==> src/rtl/operand_entry_if.sv <==
// Operand-entry bus: raw board inputs towards the front end, conditioned
// operands and status back to the calculator input register.
interface operand_entry_if #(
    parameter int N = 16
);
    logic [N-1:0] sw_in;
    logic         btn_load_in;
    logic         btn_mode_in;
    logic         btn_clr_in;
    logic [1:0]   btn_chg_in;

    logic [N-1:0] Z_out;
    logic [N-1:0] Y_out;
    logic [1:0]   mode_out;
    logic [1:0]   btn_change_out;
    logic [1:0]   state_out;
    logic         ready_out;

    modport master (
        output sw_in, btn_load_in, btn_mode_in, btn_clr_in, btn_chg_in,
        input  Z_out, Y_out, mode_out, btn_change_out, state_out, ready_out
    );

    modport slave (
        input  sw_in, btn_load_in, btn_mode_in, btn_clr_in, btn_chg_in,
        output Z_out, Y_out, mode_out, btn_change_out, state_out, ready_out
    );
endinterface

==> src/rtl/operand_entry.sv <==
// Button conditioning and Z-then-Y operand entry for the calculator datapath.
// Define OPERAND_ENTRY_DEBOUNCE_EN to insert a DB_CYCLES debounce after the synchronizers.
module operand_entry #(
    parameter int N         = 16,
    parameter int DB_CYCLES = 4
) (
    input  logic             clk,
    input  logic             rst,
    operand_entry_if.slave   bus
);
    localparam int unsigned NB = 5;

    typedef enum logic [1:0] {
        S_Z     = 2'b00,
        S_Y     = 2'b01,
        S_READY = 2'b10
    } state_t;

    if (DB_CYCLES < 1) begin : g_bad_db_cycles
        $error("DB_CYCLES must be at least 1");
    end

    // Bit order: {chg[1], chg[0], clr, mode, load}
    logic [NB-1:0] w_raw;
    logic [NB-1:0] r_s1;
    logic [NB-1:0] r_s2;
    logic [NB-1:0] w_filt;
    logic [NB-1:0] r_filt_d;
    logic [NB-1:0] w_press;

    logic          w_load;
    logic          w_mode;
    logic          w_clr;
    logic [1:0]    w_chg;

    state_t        r_state;
    state_t        w_state_nxt;
    logic [N-1:0]  r_z;
    logic [N-1:0]  r_y;
    logic [N-1:0]  w_z_nxt;
    logic [N-1:0]  w_y_nxt;
    logic [1:0]    r_mode;
    logic [1:0]    r_chg;
    logic          r_ready;

    assign w_raw = {bus.btn_chg_in, bus.btn_clr_in, bus.btn_mode_in, bus.btn_load_in};

    always_ff @(posedge clk or negedge rst) begin
        if (!rst) begin
            r_s1     <= '0;
            r_s2     <= '0;
            r_filt_d <= '0;
        end else begin
            r_s1     <= w_raw;
            r_s2     <= r_s1;
            r_filt_d <= w_filt;
        end
    end

`ifdef OPERAND_ENTRY_DEBOUNCE_EN
    localparam int unsigned CW = $clog2(DB_CYCLES + 1);

    logic [CW-1:0] r_cnt [NB];
    logic [NB-1:0] r_filt;

    // Filtered level follows s2 only after DB_CYCLES consecutive disagreeing edges.
    always_ff @(posedge clk or negedge rst) begin
        if (!rst) begin
            r_filt <= '0;
            for (int unsigned i = 0; i < NB; i++) begin
                r_cnt[i] <= '0;
            end
        end else begin
            for (int unsigned i = 0; i < NB; i++) begin
                if (r_s2[i] != r_filt[i]) begin
                    if (r_cnt[i] == CW'(DB_CYCLES - 1)) begin
                        r_filt[i] <= r_s2[i];
                        r_cnt[i]  <= '0;
                    end else begin
                        r_cnt[i]  <= r_cnt[i] + 1'b1;
                    end
                end else begin
                    r_cnt[i] <= '0;
                end
            end
        end
    end

    assign w_filt = r_filt;
`else
    assign w_filt = r_s2;
`endif

    assign w_press = w_filt & ~r_filt_d;
    assign w_load  = w_press[0];
    assign w_mode  = w_press[1];
    assign w_clr   = w_press[2];
    assign w_chg   = w_press[4:3];

    always_comb begin
        w_state_nxt = r_state;
        w_z_nxt     = r_z;
        w_y_nxt     = r_y;
        case (r_state)
            S_Z: begin
                if (w_load) begin
                    w_z_nxt     = bus.sw_in;
                    w_state_nxt = S_Y;
                end
            end
            S_Y: begin
                if (w_load) begin
                    w_y_nxt     = bus.sw_in;
                    w_state_nxt = S_READY;
                end
            end
            S_READY: begin
                if (w_load) begin
                    w_z_nxt     = bus.sw_in;
                    w_state_nxt = S_Y;
                end
            end
            default: begin
                w_state_nxt = S_Z;
                w_z_nxt     = '0;
                w_y_nxt     = '0;
            end
        endcase
        // Clear overrides whatever the load decode produced above.
        if (w_clr) begin
            w_state_nxt = S_Z;
            w_z_nxt     = '0;
            w_y_nxt     = '0;
        end
    end

    always_ff @(posedge clk or negedge rst) begin
        if (!rst) begin
            r_state <= S_Z;
            r_z     <= '0;
            r_y     <= '0;
            r_mode  <= '0;
            r_chg   <= '0;
            r_ready <= 1'b0;
        end else begin
            r_state <= w_state_nxt;
            r_z     <= w_z_nxt;
            r_y     <= w_y_nxt;
            r_ready <= (w_state_nxt == S_READY);
            r_chg   <= r_chg ^ w_chg;
            if (w_mode) begin
                r_mode <= r_mode + 2'd1;
            end
        end
    end

    assign bus.Z_out          = r_z;
    assign bus.Y_out          = r_y;
    assign bus.mode_out       = r_mode;
    assign bus.btn_change_out = r_chg;
    assign bus.state_out      = r_state;
    assign bus.ready_out      = r_ready;
endmodule

==> src/flat_wrapper.sv <==
// flat-port wrapper written by rule: the top's interface ports become plain ports
module operand_entry_flat 
#(
    parameter int N         = 16,
    parameter int DB_CYCLES = 4
)
  (clk, rst, bus_sw_in, bus_btn_load_in, bus_btn_mode_in, bus_btn_clr_in, bus_btn_chg_in, bus_Z_out, bus_Y_out, bus_mode_out, bus_btn_change_out, bus_state_out, bus_ready_out);
  operand_entry_if #(.N(N)) bus_i ();
  input  logic clk;
  input  logic rst;
  input wire logic [$bits(bus_i.sw_in)-1:0] bus_sw_in;
  input wire logic [$bits(bus_i.btn_load_in)-1:0] bus_btn_load_in;
  input wire logic [$bits(bus_i.btn_mode_in)-1:0] bus_btn_mode_in;
  input wire logic [$bits(bus_i.btn_clr_in)-1:0] bus_btn_clr_in;
  input wire logic [$bits(bus_i.btn_chg_in)-1:0] bus_btn_chg_in;
  output wire logic [$bits(bus_i.Z_out)-1:0] bus_Z_out;
  output wire logic [$bits(bus_i.Y_out)-1:0] bus_Y_out;
  output wire logic [$bits(bus_i.mode_out)-1:0] bus_mode_out;
  output wire logic [$bits(bus_i.btn_change_out)-1:0] bus_btn_change_out;
  output wire logic [$bits(bus_i.state_out)-1:0] bus_state_out;
  output wire logic [$bits(bus_i.ready_out)-1:0] bus_ready_out;
  assign bus_i.sw_in = bus_sw_in;
  assign bus_i.btn_load_in = bus_btn_load_in;
  assign bus_i.btn_mode_in = bus_btn_mode_in;
  assign bus_i.btn_clr_in = bus_btn_clr_in;
  assign bus_i.btn_chg_in = bus_btn_chg_in;
  assign bus_Z_out = bus_i.Z_out;
  assign bus_Y_out = bus_i.Y_out;
  assign bus_mode_out = bus_i.mode_out;
  assign bus_btn_change_out = bus_i.btn_change_out;
  assign bus_state_out = bus_i.state_out;
  assign bus_ready_out = bus_i.ready_out;
  operand_entry #(.N(N), .DB_CYCLES(DB_CYCLES)) u_core (.clk(clk), .rst(rst), .bus(bus_i));
endmodule
==> config.mk <==
export PLATFORM = sky130hd
export DESIGN_NAME = operand_entry_flat
export DESIGN_NICKNAME = d
export VERILOG_FILES = /design/src/rtl/operand_entry_if.sv /design/src/rtl/operand_entry.sv /design/src/flat_wrapper.sv
export SDC_FILE = /design/constraint.sdc
export NUM_CORES = 1
export LEC_CHECK = 0
export CORE_MARGIN = 3
export CORE_UTILIZATION = 47
export CTS_BUF_LIST = sky130_fd_sc_hd__clkbuf_8
export CTS_CLUSTER_DIAMETER = 120
export DETAILED_ROUTE_END_ITERATION = 6
export GPL_TIMING_DRIVEN = 0
export PLACE_DENSITY = 0.82
export SLEW_MARGIN = 15
export SYNTH_ARGS = -nofsm -noshare
export SYNTH_HDL_FRONTEND = slang
export SYNTH_SLANG_ARGS = --single-unit
==> constraint.sdc <==
create_clock -name clk -period 1.9 [get_ports clk]
set_clock_uncertainty 0.15 [all_clocks]
set_input_delay 0.285 -clock clk [delete_from_list [all_inputs] [get_ports clk]]
set_output_delay 0.285 -clock clk [all_outputs]
set_load 0.05 [all_outputs]
==> qor.yml <==
floorplanning:
  start_util_pct: 49.80
  rows: 22
  ioPinCount: 62
  die_w_um: 68.98
  core_sq_mm: 0.003744
  dieArea_sq_mm: 0.004758
  die_h_um: 68.98
setup_path:
  slowest_stage: "dfrtp_1"
  crit_required_ns: 1.46
  r2r-start: "u_core.bus.state_out[0]"
  arrival_ns: 1.42
  critPathCaptureType: "output port"
  start_kind: "flip-flop"
  worstReg2RegEnd: "u_core.bus.Y_out[6]"
  slowest_delay_ns: 0.56
  crit_family: "flip-flops"
  r2r_cells: 4
  path_buf_inv: 1
  crit_type: "reg -> out"
  reg2reg_slack_ns: 0.10
  crit_chain: "clkdlybuf4s15_1"
  cp_max_fo: 9
grt:
  track_usage_pct: 19.78
  grt_max_degree: 29
  grt_pass1_vias: 1275
  antenna_found_initial: 0
  grt_pass1_wl_um: 6555
  grt_overflow: 0
drt:
  top_layer: "met4"
  route.detailed.wl_per_inst_um: 18.12
  drtPass1Iterations: 4
  met2WireLength_um: 2318
  met1_length_um: 1621
  viasPerCell: 5.292
  ant_nets: 0
  drt_iter0_markers: 97
  vias: 1233
  routed-wl-met3_um: 228
  totalWireLength_um: 4223
  drcViolationCount: 0
sta:
  finalHoldViolCount: 0
  drv_slew: 0
  max_slew_margin_pct: 58.44
  tightest_slew_ns: 0.6234
  final.setup.worst_slack_ns: 0.04487
  grt_setup_unrepaired: "true"
  setup_viol: 0
  finalSetupTns_ns: 0
  fin_crit_sh_pct: 97.64
  max_freq_ghz: 0.5390
  fin_crit_ns: 1.855
yosys:
  synthSimpleGateAreaFrac_pct: 5.638
  synth_xor_area_share_pct: 1.879
  muxShareOfSynthArea_pct: 0
  postSynthCellCount: 114
  syn-cell-area_sq_mm: 0.001864
  synth-seq-cells: 54
  yosysSeqAreaShare_pct: 72.48
  synth_fa_ha_area_share_pct: 0
  syn_nets: 137
  ys_types: 19
  yosys_warnings: 0
  synth.avg_cell_area_sq_um: 16.35
  synth_top_family_by_area: "compound AO/OA/AOI/OAI gates"
  synth_compound_area_share_pct: 17.72
clocking:
  clock-sinks: 54
  numCtsBuffers: 5
  insertion_delay_ns: 0.30
  cts.clk_slew.worst_paths_ns: 0.08
  cts_post_setup_buffers_inserted: 0
  clockRootBuffer: "clkbuf_8"
  clockBufferDepth: 2
  cts_tree: "yes"
  htree_levels: 2
finish:
  final_net_count: 207
  drive_above_1_share_pct: 14.05
  syn_to_final_growth_pct: 40.54
  n_antenna_cell: 0
min_path:
  hp-start: "u_core.r_s1[2]"
  hold_depth: 0
  hold_class: "reg -> reg"
  min_to: "u_core.r_s2[2]"
place:
  pre_cts_slack_ns: 0.09116
  portBuffers: 61
  gp_congestion: 0.6750
  hpwlAfterDp_um: 3047
power:
  worst_ir_drop_vdd_mv: 0.7676
  p_leak_nw: 1.334
  power_density_mw_per_mm2: 1120
flow_run:
  cap_violations: 0
status:
  status: "finished, final reports clean"
## layout by cell type, fill, tap and decap left out, drive strengths merged
cell / netlist / layout
a21oi: 3 / 3
dlygate4sd3: 0 / 1
dlygate4sd2: 0 / 37
clkdlybuf4s50: 0 / 22
clkbuf: 1 / 6
bufinv: 0 / 1
nor3b: 1 / 1
a22o: 32 / 32
dfrtp: 54 / 54
nor3: 1 / 1
nand3b: 2 / 2
nor2: 2 / 2
inv: 0 / 2
buf: 4 / 6
clkdlybuf4s15: 0 / 1
xnor2: 4 / 4
nand4bb: 1 / 1
nor2b: 2 / 2
nand2b: 4 / 4
a211oi: 2 / 2
and3b: 1 / 1
## cells in the mapped netlist, drive strengths merged
cell     number  area (sq um)
nand3b        2         15.01
a22o         32         290.3
nor3b         1         12.51
clkbuf        1         7.510
dfrtp        54          1351
xnor2         4         35.03
nor3          1         10.01
nor2          2         10.01
a21oi         3         15.01
a211oi        2         25.02
and3b         1         8.760
nor2b         2         12.51
nand2b        4         25.02
nand4bb       1         11.26
buf           4         35.03
## cell type report
| type | count | area, sq um |
|---|---|---|
| clock inverter | 3 | 37.54 |
| timing repair buffer | 63 | 589.3 |
| sequential | 54 | 1351 |
| fill | 283 | 1124 |
| buffer | 5 | 42.54 |
| clock buffer | 5 | 68.82 |
| multi-input combinational | 55 | 470.5 |
| tap | 48 | 60.06 |
## how the worst max path moves through the flow
stage / startpoint / end / cells past startpoint
after CTS: u_core.bus.state_out[0] / bus_state_out[0] / 1
after floorplan: u_core.bus.state_out[0] / u_core.bus.Y_out[11] / 4
after global placement: rst / u_core.bus.mode_out[1] / 1
after detailed placement: u_core.bus.state_out[0] / bus_state_out[0] / 1
after global routing: u_core.r_s2[2] / u_core.bus.Z_out[0] / 5
final: u_core.bus.state_out[0] / bus_state_out[0] / 1
## metal layers
| layer | track usage [%] | vias to the layer above |
|---|---|---|
| met2 | 34.29 | 41 |
| met4 | 6.569 | 0 |
| li1 | - | 560 |
| met5 | 0 | - |
| met1 | 23.84 | 626 |
| met3 | 5.348 | 6 |
## per-stage QoR
stage / instances / instance area (sq um) / power, mW / hold WS, ns / utilization (%)
floorplan: 114 / 1864 / 1.947 / -0.1606 / -
global placement: 223 / 2535 / 2.287 / 0.1834 / 67.71
detailed placement: 224 / 2550 / 2.318 / 0.1828 / 68.12
CTS: 233 / 2619 / 2.953 / 0.2062 / 69.95
global route: 233 / 2620 / 3.053 / 0.2090 / 69.99
finish: 233 / 2620 / 2.934 / 0.2040 / 69.99
## registers in the layout, indices dropped and copies added, names as in the netlist
signal and count:
u_core.bus.Y_out 16, u_core.bus.Z_out 16, u_core.r_filt_d 5, u_core.r_s1 5, u_core.r_s2 5, u_core.bus.btn_change_out 2, u_core.bus.mode_out 2, u_core.bus.state_out 2
u_core.bus.ready_out 1
## logic make-up (layout without fill, tap and decap cells)
logic type             Yosys count  count (layout)
flip-flops                      54              54
AO/OA/AOI/OAI                   37              37
AND/OR/NAND/NOR                 14              14
buffers and inverters            5              76
XOR/XNOR                         4               4
## what timing repair did
| item | CTS | global route |
|---|---|---|
| endpoints found under the setup margin | 38 | 6 |
| gates cloned | 0 | 0 |
| hold buffers | 1 | 0 |
| endpoints found under the hold margin | 26 | 0 |
| resized for setup | 38 | 1 |
## power breakdown
| part | switching (mW) | internal, mW |
|---|---|---|
| Sequential | 0.0929 | 1.28 |
| Combinational | 0.574 | 0.261 |
| Clock | 0.343 | 0.384 |
| Total | 1.01 | 1.92 |
Power figures use the tool's default switching activity.
